**src/rtl/regfile_dump_pkg.sv**
```systemverilog
// Shared constants and FSM state type for the register-file dump engine.
// The register file and the dump block both size themselves from these values.
package regfile_dump_pkg;

    localparam int NUM_REGS = 32;
    localparam int XLEN     = 32;
    localparam int AW       = 5;

    typedef enum logic [1:0] {
        ST_IDLE = 2'd0,
        ST_RUN  = 2'd1,
        ST_LAST = 2'd2,
        ST_DONE = 2'd3
    } state_e;

endpackage

```
**src/rtl/regfile_dump_if.sv**
```systemverilog
// Valid/ready beat stream carrying one register (index + value) per beat.
interface regfile_dump_if #(
    parameter int XLEN = regfile_dump_pkg::XLEN,
    parameter int AW   = regfile_dump_pkg::AW
);

    logic            out_valid;
    logic            out_ready;
    logic [AW-1:0]   out_idx;
    logic [XLEN-1:0] out_data;
    logic            out_last;

    modport master (
        output out_valid,
        output out_idx,
        output out_data,
        output out_last,
        input  out_ready
    );

    modport slave (
        input  out_valid,
        input  out_idx,
        input  out_data,
        input  out_last,
        output out_ready
    );

endinterface

```
**src/rtl/regfile_dump.sv**
```systemverilog
// Walks every architectural register through a spare combinational read port
// and streams {index, value} beats out over a valid/ready interface.
module regfile_dump #(
    parameter int NUM_REGS = regfile_dump_pkg::NUM_REGS,
    parameter int XLEN     = regfile_dump_pkg::XLEN,
    parameter int AW       = regfile_dump_pkg::AW
) (
    input  logic                 clk,
    input  logic                 rst_n,
    input  logic                 start,
    input  logic                 abort,
    output logic [AW-1:0]        rf_addr,
    input  logic [XLEN-1:0]      rf_data,
    regfile_dump_if.master       dump,
    output logic                 busy,
    output logic                 done
);

    import regfile_dump_pkg::*;

    localparam logic [AW-1:0] LAST_IDX = AW'(NUM_REGS - 1);

    state_e          state;
    logic [AW-1:0]   idx;
    logic            out_valid_q;
    logic            out_last_q;
    logic [AW-1:0]   out_idx_q;
    logic [XLEN-1:0] out_data_q;
    logic            accept;

    assign accept  = out_valid_q && dump.out_ready;
    assign rf_addr = idx;

    assign dump.out_valid = out_valid_q;
    assign dump.out_last  = out_last_q;
    assign dump.out_idx   = out_idx_q;
    assign dump.out_data  = out_data_q;

    assign busy = (state == ST_RUN) || (state == ST_LAST);
    assign done = (state == ST_DONE);

    // NOTE: sequential state uses non-blocking assignments so every register
    // samples pre-edge values; the output data register is reset as well so
    // a mid-dump reset leaves every visible output at zero.
    always_ff @(posedge clk or negedge rst_n) begin
        if (!rst_n) begin
            state       <= ST_IDLE;
            idx         <= '0;
            out_valid_q <= 1'b0;
            out_last_q  <= 1'b0;
            out_idx_q   <= '0;
            out_data_q  <= '0;
        end else begin
            case (state)
                ST_IDLE: begin
                    if (start && !abort) begin
                        idx   <= '0;
                        state <= ST_RUN;
                    end
                end
                ST_RUN: begin
                    if (abort) begin
                        out_valid_q <= 1'b0;
                        out_last_q  <= 1'b0;
                        state       <= ST_IDLE;
                    end else if (!out_valid_q || accept) begin
                        // Capture happens at the edge, so a register written
                        // before this edge is reported with its new value.
                        out_idx_q   <= idx;
                        out_data_q  <= rf_data;
                        out_valid_q <= 1'b1;
                        if (idx == LAST_IDX) begin
                            out_last_q <= 1'b1;
                            state      <= ST_LAST;
                        end else begin
                            idx <= idx + AW'(1);
                        end
                    end
                end
                ST_LAST: begin
                    if (abort) begin
                        out_valid_q <= 1'b0;
                        out_last_q  <= 1'b0;
                        state       <= ST_IDLE;
                    end else if (accept) begin
                        out_valid_q <= 1'b0;
                        out_last_q  <= 1'b0;
                        state       <= ST_DONE;
                    end
                end
                ST_DONE: state <= ST_IDLE;
                default: state <= ST_IDLE;
            endcase
        end
    end

endmodule

```
**src/flat_wrapper.sv**
```systemverilog
// flat-port wrapper written by rule: the top's interface ports become plain ports
module regfile_dump_flat import regfile_dump_pkg::*;
#(
    parameter int NUM_REGS = regfile_dump_pkg::NUM_REGS,
    parameter int XLEN     = regfile_dump_pkg::XLEN,
    parameter int AW       = regfile_dump_pkg::AW
)
  (clk, rst_n, start, abort, rf_addr, rf_data, busy, done, dump_out_valid, dump_out_idx, dump_out_data, dump_out_last, dump_out_ready);
  regfile_dump_if #(.XLEN(XLEN), .AW(AW)) dump_i ();
  input  logic clk;
  input  logic rst_n;
  input  logic start;
  input  logic abort;
  output logic [AW-1:0] rf_addr;
  input  logic [XLEN-1:0] rf_data;
  output logic busy;
  output logic done;
  output wire logic [$bits(dump_i.out_valid)-1:0] dump_out_valid;
  output wire logic [$bits(dump_i.out_idx)-1:0] dump_out_idx;
  output wire logic [$bits(dump_i.out_data)-1:0] dump_out_data;
  output wire logic [$bits(dump_i.out_last)-1:0] dump_out_last;
  input wire logic [$bits(dump_i.out_ready)-1:0] dump_out_ready;
  assign dump_out_valid = dump_i.out_valid;
  assign dump_out_idx = dump_i.out_idx;
  assign dump_out_data = dump_i.out_data;
  assign dump_out_last = dump_i.out_last;
  assign dump_i.out_ready = dump_out_ready;
  regfile_dump #(.NUM_REGS(NUM_REGS), .XLEN(XLEN), .AW(AW)) u_core (.clk(clk), .rst_n(rst_n), .start(start), .abort(abort), .rf_addr(rf_addr), .rf_data(rf_data), .dump(dump_i), .busy(busy), .done(done));
endmodule
```
**config.mk**
```make
export PLATFORM = sky130hd
export DESIGN_NAME = regfile_dump_flat
export DESIGN_NICKNAME = d
export VERILOG_FILES = /design/src/rtl/regfile_dump_pkg.sv /design/src/rtl/regfile_dump_if.sv /design/src/rtl/regfile_dump.sv /design/src/flat_wrapper.sv
export SDC_FILE = /design/constraint.sdc
export NUM_CORES = 1
export LEC_CHECK = 0
export CAP_MARGIN = 5
export CORE_UTILIZATION = 38
export DETAILED_ROUTE_END_ITERATION = 6
export PLACE_DENSITY_LB_ADDON = 0.3
export SLEW_MARGIN = 0
export SYNTH_ARGS = -nofsm -noshare
export SYNTH_HDL_FRONTEND = slang
export SYNTH_SLANG_ARGS = --single-unit
```
**constraint.sdc**
```tcl
create_clock -name clk -period 1.9 [get_ports clk]
set_clock_uncertainty 0.05 [all_clocks]
set_input_delay 0.38 -clock clk [delete_from_list [all_inputs] [get_ports clk]]
set_output_delay 0.38 -clock clk [all_outputs]
set_load 0.02 [all_outputs]
```
# Yosys cells after proc, flatten, opt, wreduce, memory -nomap -nowiden
# Cells that the tools add are included.
[word_totals]
in_bits = 37
regBits = 46
[op_classes]
eq_ne = 11
add_sub_neg = 1
n_reduce_logical = 14
muxes = 21
n_bitwise = 1
[ops]
columns = ["cell", "count"]
rows = [
  ["2-to-1 mux 5 bit", 4],
  ["2-to-1 mux 2 bit", 6],
  ["one-hot mux 5 bit (2 select lines)", 1],
  ["one-hot mux 2 bit (4 select lines)", 1],
  ["AND reduction 4 bit", 2],
  ["2-to-1 mux 1 bit", 7],
  ["inequality test 2 bit, second input constant", 3],
  ["inequality test 3 bit, second input constant", 2],
  ["AND reduction 3 bit", 2],
  ["adder 5 x 1 -> 5 bit, second input constant", 1],
  ["== test 5 bit, second input constant", 1],
  ["AND reduction 5 bit", 1],
  ["== test 2 bit, second input constant", 2],
  ["one-hot mux 1 bit (2 select lines)", 2],
  ["nonzero test 2 bit", 2],
  ["inequality test 3 x 2 -> 1 bit, second input constant", 1],
  ["== test 2 x 1 -> 1 bit, second input constant", 1],
  ["logical AND 1 bit", 2],
  ["zero test 1 bit", 2],
  ["zero test 2 bit", 1],
  ["logical OR 1 bit", 2],
  ["inequality test 2 x 1 -> 1 bit, second input constant", 1],
  ["inverter 1 bit", 1],
]

# Logic depth before layout (Yosys ltp)
[logic_depth]
word_depth = 5
mapped_depth = 7
depth_no_buf = 7

# Least setup slack after synthesis
# No wires, ideal clock.
[synth_path]
path_kind = "flip-flop to flip-flop"
from = "register u_core.idx[0] (netlist: u_core.rf_addr[0])"
to = "register u_core.idx[0] (netlist: u_core.rf_addr[0])"
setup_ns = 0.104
n_path_buf = 0
t_arrival_ns = 1.776
slack_ns = -0.030
path_stages_with_launch = 7
path_cell_list = "dfrtp_1 > ha_1 > and3_1 > ha_1 > nor3_1 > nand2_1 > o311ai_1"
[synth_between]
elab_chain_len = 5
elab_cells_between_ends = 8
classes_between = "1 x add/sub; 2 x eq/ne; 4 x mux; 1 x reduce/logical"
[synth_rtl]
columns = ["item", "line", "text"]
rows = [
  ["start: declaration", "regfile_dump.sv:24", "logic [AW-1:0] idx;"],
  ["start signal: assignment", "regfile_dump.sv:76", "idx <= idx + AW'(1);"],
  ["adder 5 x 1 -> 5 bit", "regfile_dump.sv:76", ""],
  ["2-to-1 mux 5 bit", "regfile_dump.sv:72", "if (idx == LAST_IDX) begin"],
  ["2-to-1 mux 5 bit", "regfile_dump.sv:66", "end else if (!out_valid_q || accept) begin"],
  ["2-to-1 mux 5 bit", "regfile_dump.sv:62", "if (abort) begin"],
  ["one-hot mux 5 bit (2 select lines)", "regfile_dump.sv:54", "case (state)"],
]
# Several ways; a longest one is shown, not always the timed one. The select of a mux whose other input is x is not followed.
# A chain may end at the register's enable or synchronous reset.

# Final worst setup path
[layout_path]
from = "register u_core.idx[0] (netlist: u_core.rf_addr[0])"
to = "output rf_addr[0]"
[layout_rtl]
columns = ["item", "line", "text"]
rows = [
  ["end: declaration", "flat_wrapper.sv:14", "output logic [AW-1:0] rf_addr;"],
]
# No word-level cell between the ends.

==> results by group <==
Run status
  – Status: complete, no violations

Floorplan
  – Die height: 74.7 um
  – FP Rows: 26
  – Die width: 74.7 um
  – Starting Density: 39.3%
  – I/O pin count: 83
  – CORE AREA: 0.00511 mm2
  – Die area: 0.00558 mm2

CTS
  – CTS max path bufs: 2
  – Clock transition at path regs: 0.08 ns
  – Insertion delay to the later sink of the worst-skew pair: 0.29 ns
  – CTS buffer count: 5
  – H-tree lvl count: 2
  – Clock Tree Root: clkbuf_8
  – TritonCTS clock tree: built
  – TritonCTS Sinks: 46
  – # hold bufs at CTS: 0

Power and ir drop
  – Clock power frac: 10.9%
  – Leakage Power: 1.37 nW
  – P_int: 0.00344 W
  – Switching Share: 37.2%
  – Combinational share of power: 57.1%
  – Sequential share of power: 32.0%
  – Peak VDD IR: 0.846 mV
  – NetSw: 0.00203 W
  – Pwr dens: 1730 mW/mm2
  – Total power draw: 0.00548 W

STA
  – Final setup margin: 0.0570 ns
  – Slew @ Worst Pin: 0.590 ns
  – Post-layout min period: 1.84 ns
  – Finish-stage setup viols: 0
  – Tcrit/Tclk final: 97.0%
  – Final Hold Vio Count: 0
  – Final max-slew violation count: 0
  – WHS: 0.0328 ns
  – Fmax: 543 MHz
  – Slew margin rel.: 60.7%

Layout
  – Diode count: 0
  – Final Core Density: 62.0%
  – Final nets: 293
  – Layout cell share with drive strength beyond 1: 26.4%
  – Synth-to-Final Area Change: 57.5%
  – Filler Cell Count: 430
  – Design Area, Final: 0.00316 mm2

Worst setup path
  – Startpoint types: flip-flop
  – CP cell instances: buf_4 > clkdlybuf4s50_1
  – Arrival @ worst endpoint: 1.41 ns
  – CP peak stage delay: 0.60 ns
  – CP Max Fanout: 6
  – Reg2reg setup slack: 0.11 ns
  – Crit path required time: 1.47 ns
  – CP max-delay cell: clkdlybuf4s50_1
  – WS Path Type: reg2out
  – Setup crit end kind: output port

Synth
  – Main synth FF type: dfrtp_1
  – Post-synthesis net count: 194
  – Async SR Flop Fraction: 100%
  – Post-synth EDFFs: 0
  – Netlist area before placement: 0.00201 mm2
  – Flops & latches, synth: 46
  – Yosys cell types: 27
  – Syn Inst Count: 150
  – Yosys warns: 0
  – Mean Syn Cell Area: 13.4 um2
  – Seq/Total Area, Yosys: 57.3%

Placed design
  – Pre-CTS setup slack: -0.0362 ns
  – Placer Congestion: 0.759
  – Cell Area, Placed: 0.00301 mm2
  – Port bufs: 82
  – Post-DP HPWL: 3240 um

Detailed routing
  – Drt wl/cell: 13.8 um
  – DRC violations left: 0
  – Initial DRT Pass Iterations: 4
  – DR vias: 1510
  – Final ANT Viol Nets: 0
  – WL final: 4420 um
  – Drt via density: 4.72
  – DRT iter0 DRCs: 39

Job
  – Max Cap Violations: 0

GRT
  – Number of global-route vias before repair: 1485
  – Initial antenna violation count: 0
  – Remaining Overflow, GRT: 0
  – Largest net degree at the start of global routing: 27
  – Total Routing Usage GR: 15.9%
  – First-pass GRT wire length: 6640 um

Hold path
  – Worst Hold Class: in2async
==> sequential cells by signal, indices dropped and copies added (netlist names) <==
register / flops
u_core.dump.out_data: 32
u_core.dump.out_idx: 5
u_core.rf_addr: 5
u_core.state: 2
u_core.dump.out_last: 1
u_core.dump.out_valid: 1
==> through the flow <==
step                      instances  TNS (ns)
after detailed placement        310    -0.709
final                           320         0
after global routing            320   -0.0402
after CTS                       318         0
after floorplan                 150         0
after global placement          310         0
==> power by group through the flow <==
stage | sequential [W] | combinational [W] | clock [W]
after global placement | 0.00174 | 0.00303 | 0
after detailed placement | 0.00177 | 0.00307 | 0
after CTS | 0.00175 | 0.00307 | 0.000625
after global routing | 0.00182 | 0.00337 | 0.000664
final | 0.00175 | 0.00313 | 0.000598
after floorplan | 0.00232 | 0.00108 | 0
==> critical path: cells and delay by family (launching register included) <==
kind	cells	cell delay (ns)
flops	1	0.37
buf+inv	2	0.75
==> layer usage <==
metal | wire length (um) | vias to the layer above | track usage [%]
met4 | 36 | 0 | 4.40
met5 | 0 | - | 0
met2 | 2060 | 69 | 25.9
met1 | 1930 | 710 | 19.3
met3 | 400 | 7 | 6.69
li1 | - | 724 | -
==> kinds of logic (layout without fill, tap and decap cells) <==
family / Yosys count / in the layout / synth area share (%)
and+or+nand+nor: 30 / 30 / 7.85
AOI/OAI and AO/OA: 14 / 14 / 4.61
muxes: 40 / 40 / 22.3
buffers and inverters: 13 / 113 / 3.61
DFF: 46 / 46 / 57.3
adders and majority gates: 7 / 7 / 4.36
==> area by class of cell <==
| cell class | count | area (um2) | share of cell area (%) |
|---|---|---|---|
| inverters | 8 | 30.0 | 0.949 |
| well taps | 70 | 87.6 | 2.77 |
| clock buffers | 7 | 86.3 | 2.73 |
| clock inverters | 1 | 5.00 | 0.158 |
| repair buffers | 97 | 998 | 31.6 |
| flip-flops and latches | 46 | 1150 | 36.4 |
| multi-input cells | 91 | 806 | 25.5 |
==> Yosys cell counts, types with 2 or more instances <==
| library cell | number | area, um2 |
|---|---|---|
| dfrtp_1 | 46 | 1150 |
| nor2_1 | 3 | 11.3 |
| nand3_1 | 7 | 35.0 |
| mux2_1 | 3 | 33.8 |
| and3_1 | 2 | 12.5 |
| inv_1 | 7 | 26.3 |
| mux2_2 | 35 | 394 |
| a21o_1 | 2 | 15.0 |
| nand3b_1 | 2 | 15.0 |
| buf_6 | 3 | 33.8 |
| mux2i_1 | 2 | 20.0 |
| nand2_1 | 11 | 41.3 |
| o21ai_0 | 3 | 15.0 |
| o211ai_1 | 4 | 30.0 |
| ha_1 | 7 | 87.6 |
| a21oi_1 | 2 | 10.0 |
==> timing repair <==
action	in CTS	in global routing
gates resized for setup	1	6
setup endpoints to repair	1	42
pin swaps	0	1
gates cloned	0	1
buffers inserted	0	1
==> cell usage in the layout (no fill, tap or decap), drive strengths merged <==
cell,n
o211ai,4
ha,7
nand2,11
o21ai,3
clkdlybuf4s15,1
nand3b,2
nor3,2
mux2i,2
or3,1
o22ai,1
clkbuf,8
a21o,2
mux2,38
o311ai,1
nor2,3
and3,2
dlymetal6s2s,1
dfrtp,46
a21oi,2
clkinv,1
clkdlybuf4s50,79
nand4,1
o21a,1
nand3,7
nor2b,1
inv,8
buf,15
==> path summary, 6_finish.rpt <==
kind / start / endpoint / cells past startpoint
min in group clk: u_core.dump.out_data[20]$_DFFE_PN0P_ / u_core.dump.out_data[20]$_DFFE_PN0P_ / 1
max: u_core.rf_addr[0]$_DFFE_PN0P_ / rf_addr[0] / 2
min: rst_n / u_core.dump.out_data[20]$_DFFE_PN0P_ / 1
max in group asynchronous: rst_n / u_core.dump.out_idx[1]$_DFFE_PN0P_ / 2
max reg2reg: u_core.state[1]$_DFFE_PN0P_ / u_core.dump.out_data[13]$_DFFE_PN0P_ / 7
min reg2reg: u_core.dump.out_data[20]$_DFFE_PN0P_ / u_core.dump.out_data[20]$_DFFE_PN0P_ / 1
(Power assumes the default switching activity.)
